--- config.mk ---
export PLATFORM = sky130hd
export DESIGN_NAME = button_press_counter
export DESIGN_NICKNAME = d
export VERILOG_FILES = /design/src/rtl/button_press_counter_pkg.sv /design/src/rtl/btn_sync.sv /design/src/rtl/button_press_counter.sv
export SDC_FILE = /design/constraint.sdc
export NUM_CORES = 1
export LEC_CHECK = 0
export CAP_MARGIN = 40
export CORE_MARGIN = 2
export CORE_UTILIZATION = 39
export DETAILED_ROUTE_END_ITERATION = 10
export GPL_TIMING_DRIVEN = 0
export PLACE_DENSITY = 0.54
export REMOVE_ABC_BUFFERS = 1
export SYNTH_ARGS = -nofsm -noshare
export SYNTH_HDL_FRONTEND = slang
export SYNTH_SLANG_ARGS = --single-unit
--- constraint.sdc ---
create_clock -name clk -period 6.45 [get_ports clk]
set_clock_uncertainty 0.15 [all_clocks]
set_input_delay 0.9675 -clock clk [delete_from_list [all_inputs] [get_ports clk]]
set_output_delay 0.9675 -clock clk [all_outputs]
set_load 0.03 [all_outputs]
--- src/rtl/button_press_counter_pkg.sv ---
// button_press_counter_pkg
//   Shared definitions for the button press counter: the debounce FSM state
//   encoding. Test benches import this package to probe the FSM state.
package button_press_counter_pkg;

  typedef enum logic [1:0] {
    IDLE         = 2'd0,
    PRESS_WAIT   = 2'd1,
    PRESSED      = 2'd2,
    RELEASE_WAIT = 2'd3
  } btn_state_t;

endpackage

--- src/rtl/btn_sync.sv ---
// btn_sync
//   Parameterized 2-flop synchronizer for asynchronous inputs entering the
//   clk domain. Both stages reset asynchronously to RESET_VAL.
// Ports
//   clk_i   in   1      destination clock
//   rst_ni  in   1      asynchronous active-low reset
//   d_i     in   WIDTH  asynchronous input
//   q_o     out  WIDTH  synchronized output (two clk edges of latency)
module btn_sync #(
  parameter int unsigned          WIDTH     = 1,
  parameter logic [WIDTH-1:0]     RESET_VAL = '1
) (
  input  logic             clk_i,
  input  logic             rst_ni,
  input  logic [WIDTH-1:0] d_i,
  output logic [WIDTH-1:0] q_o
);

  logic [WIDTH-1:0] meta_q;
  logic [WIDTH-1:0] sync_q;

  always_ff @(posedge clk_i or negedge rst_ni) begin
    if (!rst_ni) begin
      meta_q <= RESET_VAL;
      sync_q <= RESET_VAL;
    end else begin
      meta_q <= d_i;
      sync_q <= meta_q;
    end
  end

  assign q_o = sync_q;

endmodule

--- src/rtl/button_press_counter.sv ---
// button_press_counter
//   Synchronizes and debounces an active-low, bouncy push button. Each
//   debounced press increments a wrapping LED count and emits a one-cycle
//   press_pulse.
//   Optional feature: define BTN_AUTOREPEAT_EN to repeat the count every
//   REPEAT_COUNT+1 cycles while the button stays held.
// Ports
//   clk          in   1          system clock (12 MHz)
//   rst_btn      in   1          asynchronous active-low reset
//   inc_btn      in   1          raw push button, active-low, asynchronous
//   led          out  LED_WIDTH  registered press count (wraps)
//   press_pulse  out  1          registered, high one cycle per counted press
module button_press_counter
  import button_press_counter_pkg::*;
#(
  parameter int unsigned COUNT_WIDTH    = 32,
  parameter int unsigned DEBOUNCE_COUNT = 120000 - 1,
  parameter int unsigned LED_WIDTH      = 4,
  parameter int unsigned REPEAT_COUNT   = 6000000 - 1
) (
  input  logic                 clk,
  input  logic                 rst_btn,
  input  logic                 inc_btn,
  output logic [LED_WIDTH-1:0] led,
  output logic                 press_pulse
);

`ifdef BTN_AUTOREPEAT_EN
  localparam bit AUTOREPEAT_EN = 1'b1;
`else
  localparam bit AUTOREPEAT_EN = 1'b0;
`endif

  localparam logic [COUNT_WIDTH-1:0] DEB_LAST = COUNT_WIDTH'(DEBOUNCE_COUNT);
  localparam logic [COUNT_WIDTH-1:0] RPT_LAST = COUNT_WIDTH'(REPEAT_COUNT);

  logic btn_sync_n;
  logic pressed;

  btn_state_t             state_q, state_d;
  logic [COUNT_WIDTH-1:0] timer_q, timer_d;
  logic [LED_WIDTH-1:0]   led_q,   led_d;
  logic                   pulse_q, pulse_d;

  // Synchronizer idles at 1 so reset reads as "released".
  btn_sync #(
    .WIDTH     (1),
    .RESET_VAL (1'b1)
  ) u_sync (
    .clk_i  (clk),
    .rst_ni (rst_btn),
    .d_i    (inc_btn),
    .q_o    (btn_sync_n)
  );

  assign pressed = ~btn_sync_n;

  always_ff @(posedge clk or negedge rst_btn) begin
    if (!rst_btn) begin
      state_q <= IDLE;
      timer_q <= '0;
      led_q   <= '0;
      pulse_q <= 1'b0;
    end else begin
      state_q <= state_d;
      timer_q <= timer_d;
      led_q   <= led_d;
      pulse_q <= pulse_d;
    end
  end

  // Timer returns to 0 on every state change; it only counts while waiting
  // for stability (or, with auto-repeat, while held in PRESSED).
  always_comb begin
    state_d = state_q;
    timer_d = timer_q;
    led_d   = led_q;
    pulse_d = 1'b0;
    unique case (state_q)
      IDLE: begin
        timer_d = '0;
        if (pressed) state_d = PRESS_WAIT;
      end
      PRESS_WAIT: begin
        if (!pressed) begin
          state_d = IDLE;
          timer_d = '0;
        end else if (timer_q == DEB_LAST) begin
          state_d = PRESSED;
          timer_d = '0;
          led_d   = led_q + LED_WIDTH'(1);
          pulse_d = 1'b1;
        end else begin
          timer_d = timer_q + COUNT_WIDTH'(1);
        end
      end
      PRESSED: begin
        timer_d = '0;
        if (!pressed) begin
          state_d = RELEASE_WAIT;
        end else if (AUTOREPEAT_EN) begin
          if (timer_q == RPT_LAST) begin
            led_d   = led_q + LED_WIDTH'(1);
            pulse_d = 1'b1;
          end else begin
            timer_d = timer_q + COUNT_WIDTH'(1);
          end
        end
      end
      RELEASE_WAIT: begin
        if (pressed) begin
          state_d = PRESSED;
          timer_d = '0;
        end else if (timer_q == DEB_LAST) begin
          state_d = IDLE;
          timer_d = '0;
        end else begin
          timer_d = timer_q + COUNT_WIDTH'(1);
        end
      end
      default: begin
        state_d = IDLE;
        timer_d = '0;
      end
    endcase
  end

  assign led         = led_q;
  assign press_pulse = pulse_q;

endmodule

==> results.yml, run 1 <==
die:
  ioPinCount: 8
  die_h_um: 78.54
  die_area_um2: 6169
  fp.dieW_um: 78.54
  rows: 27
  core_um2: 5439
  initial_utilization_pct: 39.84
logic_synthesis:
  ys_seq_elements: 41
  synth_area_leader_cell: "dfrtp_1"
  synthTopCellsByArea: "dfrtp_1 45%, a211oi_1 4.8%, xnor2_1 4.0%, nor3_1 3.7%, nand4_1 3.2%"
  yosysWarnings: 0
  synth_common_cells: "39 x dfrtp_1, 16 x nor3_1, 14 x a211oi_1"
  yosysTopAreaCellShare_pct: 45.03
  yosysMostFrequentCell: "dfrtp_1"
  yosys_most_used_dff: "dfrtp_1"
  async_flop_share_pct: 100.0
  seq_area_frac_synth_pct: 47.46
  ys_types: 43
  syn_area_per_cell_um2: 10.03
  postSynthCellCount: 216
  syn-cell-area_um2: 2167
  synth_edf_count: 0
worst_hold_path:
  hp-class: "reg2reg"
timing:
  min_period_over_period_pct: 39.88
  min_period_ns: 2.572
  max_slew.worst_pin.slew_ns: 0.6399
  hold_violations: 0
  rsz0062_at_grt: "no"
  setup_viol: 0
  slew-limit-headroom_pct: 57.23
  drv_slew: 0
  fin_tns_setup_ns: 0
  max_freq_mhz: 388.8
clock_network:
  cts_tree: "built"
  clk_pin_slew_ns: 0.08
  hold_buffers: 0
  root_buffer: "clkbuf_8"
  clock_path_buffers: 2
  clkSinkCount: 41
  insertion_delay_ns: 0.30
  ctsResizeCount: 0
  cts_setup_buffers: 0
  htree_num_levels: 2
  cts_buffers: 5
cells_and_area:
  area_growth_pct: 13.86
  drive_gt1_share_pct: 11.26
  diodes: 0
  fillCellCount: 513
  nNetsFinal: 226
  seq_area_um2: 1028
  fin_area_um2: 2467
  multiInputGateArea_um2: 1061
placement:
  gp_congestion: 0.7720
  postPlaceCellArea_um2: 2333
  port_buffers: 7
  hpwl_um: 3212
global_routing:
  gr-total-overflow: 0
  grt_first_pass_wirelength_um: 8162
  grt_max_degree: 27
  antenna_found_initial: 0
  grtUsageTotal_pct: 16.83
  grt_pass1_vias: 1571
critical_path:
  critPathMaxFanout: 13
  cp-end-kind: "flip-flop"
  crit_arrival_ns: 2.63
  start_kind: "flip-flop"
  worstSetupPathType: "reg2reg"
  worstPathRequired_ns: 6.50
route:
  routedWlPerCell_um: 16.00
  routed_wl_um: 4703
  drc: 0
  via_per_inst: 5.724
  drt-initial-drc-count: 127
  drtAntennaViolNets: 0
  drt_first_pass_iters: 4
  vias: 1683
power:
  peakVddDrop_v: 0.0001119
  p_per_area_nw_per_um2: 212.4
  leakage_nw: 0.8963
status:
  status: "finished clean"
flow_run:
  drv_cap: 0
==> path summary, 6_finish.rpt <==
check	startpoint	endpoint	slack, ns	depth (start not counted)
min in group asynchronous	rst_btn	timer_q[19]	0.43	1
min	u_sync.meta_q	u_sync.q_o	0.21	0
max reg2reg	timer_q[0]	timer_q[30]	3.88	5
max in group asynchronous	rst_btn	u_sync.q_o	5.17	2
max	timer_q[0]	timer_q[30]	3.88	5
min reg2reg	u_sync.meta_q	u_sync.q_o	0.21	0
==> cell usage in the layout (no fill, tap or decap), types with 2 or more instances in the layout <==
cell / Yosys / final
nand4_1: 11 / 11
nor4_1: 10 / 10
dfrtp_1: 39 / 39
bufinv_16: 0 / 2
clkdlybuf4s50_1: 0 / 6
a211oi_2: 2 / 2
inv_1: 7 / 7
a211oi_1: 14 / 14
nor3_1: 16 / 16
nor2_1: 4 / 4
o21ai_0: 10 / 10
or4_1: 8 / 8
nand3_1: 11 / 11
nand4_2: 2 / 2
xor2_1: 5 / 5
ha_1: 2 / 2
and3_1: 2 / 2
and4_1: 3 / 3
xnor2_1: 10 / 10
o31ai_1: 7 / 7
dfstp_2: 2 / 2
or3_1: 9 / 9
nand2_1: 10 / 10
clkbuf_8: 0 / 5
a21oi_1: 2 / 2
==> area by class of cell <==
type                    instances  share of cell area (%)
flip-flops and latches         41                   41.68
clock buffers                   5                   2.789
inverters                       7                   1.065
clock inverters                 3                   2.637
well taps                      72                   3.651
repair buffers                 10                   5.172
multi-input cells             156                   43.00
==> where the power goes <==
part	leakage (nW)	internal, mW	switching (mW)
Clock	0.0681	0.154	0.0956
Combinational	0.265	0.00481	0.00968
Sequential	0.563	0.259	0.00128
==> state kept, by name, summed over array words and instances, names as in the netlist, named ones only <==
signal         count
led                4
u_sync.q_o         1
press_pulse        1
timer_q           32
u_sync.meta_q      1
state_q            1
==> metrics by stage <==
stage / hold WS [ns] / std cells / worst slack [ns] / total power [mW] / util [%]
global placement: 0.1966 / 283 / 3.060 / 0.2773 / 41.73
global route: 0.2154 / 294 / 3.635 / 0.5397 / 45.36
floorplan: 0.1952 / 204 / 4.091 / 0.2688 / -
detailed placement: 0.1975 / 286 / 3.848 / 0.2805 / 42.90
finish: 0.2077 / 294 / 3.878 / 0.5240 / 45.36
CTS: 0.2096 / 294 / 3.826 / 0.5262 / 45.36
==> worst max-delay path: stages, from the launching register on <==
cell	delay, ns
dfrtp_1	0.40
ha_1	0.22
nand3_1	0.24
or4_4	0.71
or4_1	0.52
a211oi_1	0.23
==> logic make-up after synthesis <==
family	Yosys count	synth area share [%]
XOR/XNOR	15	6.062
AO/OA/AOI/OAI	38	12.24
flip-flops	41	47.46
multiplexers	2	0.9815
adder cells (fa/ha/maj)	2	1.155
buffers and inverters	19	3.868
AND/OR/NAND/NOR	99	28.23
==> routing by layer <==
layer,GRT usage [%],wire [um]
met1,25.95,2570
met4,5.439,61
met5,0,0
met2,23.50,1957
met3,3.103,114
No activity file was read; power rests on OpenSTA's default activity.
==> run 2, diff against run 1 <==
==> constraint.sdc (replaced) <==
create_clock -name clk -period 2.7 [get_ports clk]
set_clock_uncertainty 0.15 [all_clocks]
set_input_delay 0.405 -clock clk [delete_from_list [all_inputs] [get_ports clk]]
set_output_delay 0.405 -clock clk [all_outputs]
set_load 0.03 [all_outputs]
==> run 2 against run 1 <==
Against the previous run: utilization grew 0.39 points; sequential cell count is the same; routed wire length is essentially flat; register-to-register slack lost 3.7 ns; non-clock buffer count grew 2; sequential power grew 140%; combinational power grew 150%; global-route usage is the same; cell area grew 0.86%; critical endpoint is now led[1]; highest routed layer unchanged.
==> results.yml, run 2 (synthesis gave the netlist of run 1 again) <==
die:
  rows: 27
  die_area_um2: 6169
  initial_utilization_pct: 39.84
  die_h_um: 78.54
  core_um2: 5439
  ioPinCount: 8
  fp.dieW_um: 78.54
route:
  routed_wl_um: 4704
  dr.max_layer_used: "met4"
  routedWlPerCell_um: 15.89
  drt_first_pass_iters: 4
  wl_met1_um: 2563
  drc: 0
  drt-initial-drc-count: 139
  vias: 1702
  via_per_inst: 5.750
  wl_met3_um: 100
  dr_wl_met2_um: 1983
  drtAntennaViolNets: 0
critical_path:
  crit_arrival_ns: 2.53
  crit_family: "simple AND/OR/NAND/NOR gates"
  rr_worst_depth: 5
  worstPathRequired_ns: 2.73
  critPathMaxStageDelay_ns: 0.75
  critPathMaxFanout: 6
  worstSetupPathType: "reg2reg"
  path_buf_inv: 0
  start_kind: "flip-flop"
  path_cells: "ha_1 -> nand3_1 -> or4b_2 -> nor3_2 -> mux2_2"
  crit-reg2reg-launch: "timer_q[0]"
  reg2reg_slack_ns: 0.20
  cp-end-kind: "flip-flop"
  r2r_end: "led[1]"
  slowest_stage: "or4b_2"
power:
  power_frac_seq_pct: 49.7
  switchingPower_uw: 251.0
  p_sw_share_pct: 20.10
  peakVddDrop_v: 0.0002689
  leakage_nw: 0.9076
  p_int_uw: 998.1
  p_comb_share_pct: 2.9
  power.clock.fraction_pct: 47.4
  p_per_area_nw_per_um2: 501.9
placement:
  hpwl_um: 3212
  port_buffers: 7
  postPlaceCellArea_um2: 2333
  gp_congestion: 0.7720
  dp_slack_ns: 0.09772
cells_and_area:
  drive_gt1_share_pct: 12.05
  final_common_cell: "dfrtp_1"
  area_growth_pct: 14.84
  fin_area_um2: 2489
  final_cell_mix: "39 x dfrtp_1, 16 x nor3_1, 14 x a211oi_1, 11 x nand4_1, 11 x nand3_1"
  regMostFlops: "timer_q"
  diodes: 0
  largest_register_ffs: 32
  nNetsFinal: 228
global_routing:
  grtUsageTotal_pct: 16.83
  grt_pass1_vias: 1571
  grt_first_pass_wirelength_um: 8162
  grt_max_degree: 27
  antenna_found_initial: 0
  gr-total-overflow: 0
worst_hold_path:
  whs_endpoint: "u_sync.q_o"
  hp-class: "reg2reg"
  hp-start: "u_sync.meta_q"
  min_path_cells: 0
clock_network:
  root_buffer: "clkbuf_8"
  clock_path_buffers: 2
  clkSinkCount: 41
  htree_num_levels: 2
  cts_tree: "built"
  clk_pin_slew_ns: 0.08
  cts_buffers: 5
  insertion_delay_ns: 0.30
timing:
  setup_ws_ns: 0.2042
  slew-limit-headroom_pct: 57.19
  max_slew.worst_pin.slew_ns: 0.6405
  min_period_over_period_pct: 92.44
  min_period_ns: 2.496
  drv_slew: 0
  rsz0062_at_grt: "no"
  setup_viol: 0
  max_freq_mhz: 400.7
  hold_violations: 0
flow_run:
  drv_cap: 0
status:
  status: "finished clean"
==> run 2: layout make-up <==
| type | count | area (um^2) |
|---|---|---|
| clock buffer | 5 | 68.82 |
| clock inverter | 3 | 65.06 |
| fill | 513 | 2950 |
| inverter | 7 | 26.28 |
| multi-input combinational | 156 | 1065 |
| sequential | 41 | 1028 |
| tap | 72 | 90.09 |
| timing repair buffer | 12 | 145.1 |
==> run 2: through the flow <==
step	hold slack [ns]	util [%]	power, mW	cells	setup TNS, ns
after floorplan	-0.04059	-	0.6422	204	0
after global placement	0.1966	41.73	0.6625	283	-20.73
after detailed placement	0.1975	42.90	0.6701	286	0
after CTS	0.2096	45.55	1.258	295	0
after global routing	0.2154	45.76	1.290	296	0
final	0.2079	45.76	1.249	296	0
==> run 2: what timing repair did <==
| item | in CTS | in global routing |
|---|---|---|
| hold endpoints to repair | 15 | 0 |
| hold buffers | 1 | 0 |
| gates resized for setup | 0 | 1 |
| buffers inserted | 0 | 1 |
| endpoints found under the setup margin | 0 | 18 |
==> run 2: metal layers <==
| metal | global-route usage (%) | up-vias |
|---|---|---|
| met2 | 23.50 | 13 |
| met5 | 0 | - |
| met3 | 3.103 | 7 |
| met1 | 25.95 | 832 |
| met4 | 5.439 | 0 |
| li1 | - | 850 |
==> run 2: worst max path at each step <==
stage	startpoint	endpoint	slack (ns)	cells after the start
2_1_floorplan	timer_q[13]	timer_q[1]	0.34	4
3_3_place_gp	timer_q[13]	timer_q[1]	-0.69	4
3_5_place_dp	timer_q[13]	timer_q[20]	0.1	5
4_1_cts	timer_q[13]	timer_q[20]	0.08	5
5_1_grt	timer_q[0]	led[1]	0.05	5
6_report	timer_q[0]	led[1]	0.20	5
==> run 2: power by group through the flow <==
stage / clock network (mW) / logic [mW] / registers (mW)
after global routing: 0.628 / 0.0409 / 0.622
after detailed placement: 0 / 0.0365 / 0.634
after CTS: 0.599 / 0.0374 / 0.621
final: 0.592 / 0.0358 / 0.621
after floorplan: 0 / 0.00910 / 0.633
after global placement: 0 / 0.0289 / 0.634
